## config.mk

```make
export PLATFORM = sky130hd
export DESIGN_NAME = radar_scheduler
export DESIGN_NICKNAME = d
export VERILOG_FILES = /design/src/rtl/radar_sched_pkg.sv /design/src/rtl/radar_scheduler_rr_arbiter.sv /design/src/rtl/radar_scheduler.sv
export SDC_FILE = /design/constraint.sdc
export NUM_CORES = 1
export LEC_CHECK = 0
export BUFFER_PORTS_ARGS = -buffer_cell sky130_fd_sc_hd__buf_2
export CORE_MARGIN = 2
export CORE_UTILIZATION = 60
export DETAILED_ROUTE_END_ITERATION = 12
export PLACE_DENSITY = 0.79
export SLEW_MARGIN = 10
export SYNTH_ARGS = -nofsm -noshare
export SYNTH_HDL_FRONTEND = slang
export SYNTH_HIERARCHICAL = 1
export SYNTH_SLANG_ARGS = --single-unit
```

## constraint.sdc

```tcl
create_clock -name CLK -period 5.6 [get_ports CLK]
set_clock_uncertainty 0.1 [all_clocks]
set_input_delay 0.84 -clock CLK [delete_from_list [all_inputs] [get_ports CLK]]
set_output_delay 0.84 -clock CLK [all_outputs]
set_load 0.03 [all_outputs]
```

## src/rtl/radar_sched_pkg.sv

```systemverilog
// radar_sched_pkg: scheduler state encoding, metres-per-cycle scale and default timing parameters
package radar_sched_pkg;
  typedef enum logic [2:0] {IDLE, PULSE, LISTEN, REPORT, COOLDOWN} state_e;
  localparam int unsigned METRES_PER_CYCLE = 150;
  localparam int unsigned PULSE_CYCLES_DEF = 300;
  localparam int unsigned LISTEN_MAX_DEF = 2000;
  localparam int unsigned COOLDOWN_CYCLES_DEF = 100;
endpackage

```

## src/rtl/radar_scheduler_rr_arbiter.sv

```systemverilog
// rr_arbiter: 3-way round-robin pick (req_i levels, last_i one-hot last grant -> gnt_o one-hot next grant)
module rr_arbiter (
  input  logic [2:0] req_i,
  input  logic [2:0] last_i,
  output logic [2:0] gnt_o
);
  logic [2:0] p0, p1, p2;
  assign p0 = last_i[0] ? 3'b010 : last_i[1] ? 3'b100 : 3'b001;
  assign p1 = {p0[1:0], p0[2]};
  assign p2 = {p1[1:0], p1[2]};
  assign gnt_o = |(req_i & p0) ? p0 : |(req_i & p1) ? p1 : |(req_i & p2) ? p2 : 3'b000;
endmodule

```

## src/rtl/radar_scheduler.sv

```systemverilog
// radar_scheduler: shares one radar between 3 requesters (req/radar_echo in; radar_pulse_trigger, grant, busy, result_* out)
module radar_scheduler
  import radar_sched_pkg::*;
#(
  parameter int unsigned PULSE_CYCLES    = PULSE_CYCLES_DEF,
  parameter int unsigned LISTEN_MAX      = LISTEN_MAX_DEF,
  parameter int unsigned COOLDOWN_CYCLES = COOLDOWN_CYCLES_DEF
) (
  input  logic        CLK,
  input  logic        RST,
  input  logic [2:0]  req,
  input  logic        radar_echo,
  output logic        radar_pulse_trigger,
  output logic [2:0]  grant,
  output logic        busy,
  output logic        result_valid,
  output logic [1:0]  result_id,
  output logic [31:0] result_distance,
  output logic        result_timeout
);
  state_e state_q, state_d;
  logic [31:0] cnt_q, cnt_d, dist_q, dist_d;
  logic [2:0] grant_q, grant_d, last_q, last_d, next_grant;
  logic [1:0] id_q, id_d;
  logic echo_q, to_q, to_d, echo_rise;
  rr_arbiter u_arb (
    .req_i (req),
    .last_i(last_q),
    .gnt_o (next_grant)
  );
  assign echo_rise = radar_echo & ~echo_q;
  always_ff @(posedge CLK or negedge RST) begin
    if (!RST) begin
      state_q <= IDLE;
      cnt_q   <= '0;
      dist_q  <= '0;
      grant_q <= '0;
      last_q  <= 3'b100;
      id_q    <= '0;
      to_q    <= 1'b0;
      echo_q  <= 1'b0;
    end else begin
      state_q <= state_d;
      cnt_q   <= cnt_d;
      dist_q  <= dist_d;
      grant_q <= grant_d;
      last_q  <= last_d;
      id_q    <= id_d;
      to_q    <= to_d;
      echo_q  <= radar_echo;
    end
  end
  always_comb begin
    state_d = state_q;
    cnt_d   = cnt_q + 32'd1;
    dist_d  = dist_q;
    grant_d = grant_q;
    last_d  = last_q;
    id_d    = id_q;
    to_d    = to_q;
    case (state_q)
      IDLE: begin
        cnt_d = 32'd1;
        if (req != 3'b000) begin
          state_d = PULSE;
          grant_d = next_grant;
          last_d  = next_grant;
        end
      end
      PULSE: if (cnt_q == PULSE_CYCLES) begin
        state_d = LISTEN;
        cnt_d   = 32'd1;
      end
      LISTEN: if (echo_rise || cnt_q == LISTEN_MAX) begin
        state_d = REPORT;
        id_d    = {grant_q[2], grant_q[1]};
        to_d    = ~echo_rise;
        dist_d  = echo_rise ? cnt_q * METRES_PER_CYCLE : 32'd0;
      end
      REPORT: begin
        state_d = COOLDOWN;
        grant_d = '0;
        cnt_d   = 32'd1;
      end
      COOLDOWN: if (cnt_q == COOLDOWN_CYCLES) state_d = IDLE;
      default: state_d = IDLE;
    endcase
  end
  assign radar_pulse_trigger = state_q == PULSE;
  assign busy = state_q != IDLE;
  assign result_valid = state_q == REPORT;
  assign grant = grant_q;
  assign result_id = id_q;
  assign result_distance = dist_q;
  assign result_timeout = to_q;
endmodule

```

==> run_results.csv <==
group,metric,value,unit
status,status,"finished, final reports clean",
grt,antenna_found_initial,0,
drt,via_per_inst,5.72,
job,maxCapViolCount,0,
yosys,netlist_area,7030,sq um
sta,setup_ws,1200,ps
place,post-place-ws,1260,ps
power_and_ir_drop,p_seq_share,30.3,%
floorplan,coreArea,11400,sq um
floorplan,num_rows,39,
sta,setup_viol,0,
drt,ant_nets,0,
yosys,netlist_instances,766,
cts,htree_levels,3,
sta,period_minus_slack,4400,ps
yosys,ys.warnings.count,6,
grt,grt_pass1_wl,26700,um
power_and_ir_drop,switching_share,37.7,%
sta,slew_headroom,37.7,%
worst_setup_path,worst_path_max_delay_cell,"fa_1",
worst_setup_path,startpoint,"cnt_q[5]",
sta,clock.fmax,227,MHz
drt,drcViolationCount,0,
drt,vias,5449,
worst_setup_path,path_common_cell,"ha_1",
drt,first_iter_violations,383,
finish,n_fill_cell,872,
power_and_ir_drop,p_leak,0.00405,uW
sta,fin_crit_sh,78.6,%
power_and_ir_drop,intPower,1330,uW
worst_setup_path,r2r-start,"cnt_q[5]",
sta,setup_tns,0,ps
power_and_ir_drop,peakVddDrop,261,uV
power_and_ir_drop,cellPowerDensity,279,nW/um^2
worst_setup_path,cp-start-kind,"flip-flop",
cts,cts_setup_buffers,0,
cts,cts_buffers,9,
finish,nets,946,
floorplan,fp.dieH,112,um
finish,layout-drive-gt1-share,10.3,%
cts,cts_tree,"done",
power_and_ir_drop,pwr-share-clk,30.8,%
sta,worstMarginPinSlew,934,ps
yosys,synth_area_per_cell,9.18,sq um
sta,hold_viol,0,
sta,whs,369,ps
power_and_ir_drop,p_sw,806,uW
place,io_buffers,45,
place,hpwl,12000,um
power_and_ir_drop,combPwrFrac,39.0,%
min_path,hold_path_class,"flip-flop to flip-flop",
worst_setup_path,path_class,"flip-flop to flip-flop",
floorplan,die_w,112,um
worst_setup_path,critPathMaxStageDelay,570,ps
cts,clkTransAtPathRegs,70,ps
worst_setup_path,critPathArrivalTime,4520,ps
grt,grt_use_total,25.9,%
drt,drt_first_pass_iters,5,
place,place_congestion,0.922,
worst_setup_path,crit_fanout,8,
worst_setup_path,cp.required,5710,ps
worst_setup_path,critical_path.endpoint_type,"flip-flop",
cts,cts_sinks,75,
finish,antenna_cells,0,
grt,overflow,0,
sta,rsz0062_at_grt,"no",
finish,syn_to_final_growth,9.00,%
cts,clk_latency,340,ps
worst_setup_path,crit_chain,"ha_1 -> ha_1 -> fa_1 -> inv_1 -> fa_1 -> inv_1 -> ha_1 -> a21o_1 -> a31oi_1 -> a31oi_2 -> o31ai_4 -> nor4b_1 -> or3_1",
min_path,min_from,"result_distance[21]",
drt,post_drt_wl_per_cell,16.5,um
floorplan,die_area,12600,sq um
finish,fin_util,67.1,%
grt,grt_max_degree,76,
floorplan,ios,47,
cts,clockBufferDepth,2,
cts,ctsHoldBuffers,0,
cts,root_buffer,"clkbuf_16",
floorplan,initial_core_util,61.6,%
cts,cts_resized,0,
drt,wirelength,15700,um
finish,multi_input_area,4560,sq um
grt,grt_pass1_vias,5542,
sta,slew_viol_final,0,
yosys,synth_nets,908,
finish,regArea,1880,sq um
-- layout by cell type, fill, tap and decap left out, types with 3 or more instances in the layout --
| master | instances |
|---|---|
| and4_1 | 4 |
| nand2_1 | 50 |
| a211oi_1 | 4 |
| buf_2 | 44 |
| dfrtp_1 | 75 |
| fa_1 | 49 |
| and2_1 | 4 |
| xnor2_1 | 39 |
| mux2i_1 | 5 |
| inv_1 | 127 |
| nand3_1 | 27 |
| o21ai_0 | 38 |
| nor3_1 | 10 |
| nand2b_1 | 10 |
| nor2b_1 | 5 |
| a21oi_1 | 28 |
| o21ai_1 | 4 |
| a22o_1 | 4 |
| a21o_1 | 7 |
| and3_1 | 7 |
| nor4_1 | 11 |
| xor2_1 | 20 |
| nor2_1 | 67 |
| ha_1 | 87 |
| mux2_2 | 4 |
| or3_1 | 3 |
| nand4_1 | 10 |
| a31oi_1 | 6 |
| clkbuf_16 | 9 |
-- power groups by stage --
| stage | registers (uW) | clock network (uW) | logic, uW |
|---|---|---|---|
| 2_1_floorplan | 667 | 0 | 597 |
| 3_3_place_gp | 652 | 0 | 783 |
| 3_5_place_dp | 655 | 0 | 811 |
| 4_1_cts | 645 | 663 | 830 |
| 5_1_grt | 653 | 685 | 944 |
| 6_report | 647 | 657 | 833 |
-- per-stage QoR --
| stage | instances | area [sq um] | total power (uW) |
|---|---|---|---|
| floorplan | 766 | 7030 | 1260 |
| global placement | 936 | 7330 | 1440 |
| detailed placement | 936 | 7330 | 1470 |
| CTS | 952 | 7670 | 2140 |
| global route | 952 | 7670 | 2280 |
| finish | 952 | 7670 | 2140 |
-- worst max-delay path, delay by kind of cell (launching register included) --
family                   cells  cell delay, ps
flip-flops                   1             500
buffers and inverters        2             100
adder cells (fa/ha/maj)      5            2120
AO/OA/AOI/OAI                4             980
AND/OR/NAND/NOR              2             470
-- routing by layer --
layer	vias to the layer above	global-route usage (%)	wire, um
met1	2645	37.5	7530
li1	2635	-	-
met3	27	3.46	716
met2	142	41.0	7160
met4	0	8.13	325
met5	-	0	0
-- path summary, 6_finish.rpt --
path,endpoint,slack (ps),depth (start not counted)
setup / recovery,result_distance[30],1200,13
hold / removal,result_distance[21],370,2
setup reg to reg,result_distance[30],1200,13
hold reg to reg,result_distance[21],370,2
max in group asynchronous,cnt_q[24],4250,1
min in group asynchronous,result_distance[27],530,1
-- registers in the layout (all words and copies together), names as in the netlist --
register         cells
echo_q               1
cnt_q               32
last_q               2
state_q              3
grant                3
result_id            2
result_distance     31
result_timeout       1
-- area by class of cell --
type                            count  share of cell area, %
Clock buffer                       10                   3.12
Clock inverter                      6                   1.26
Inverter                          127                   6.22
Multi-Input combinational cell    545                   59.5
Sequential cell                    75                   24.5
Tap cell                          143                   2.33
Timing Repair Buffer               46                   3.07
Power figures use the tool's default switching activity.
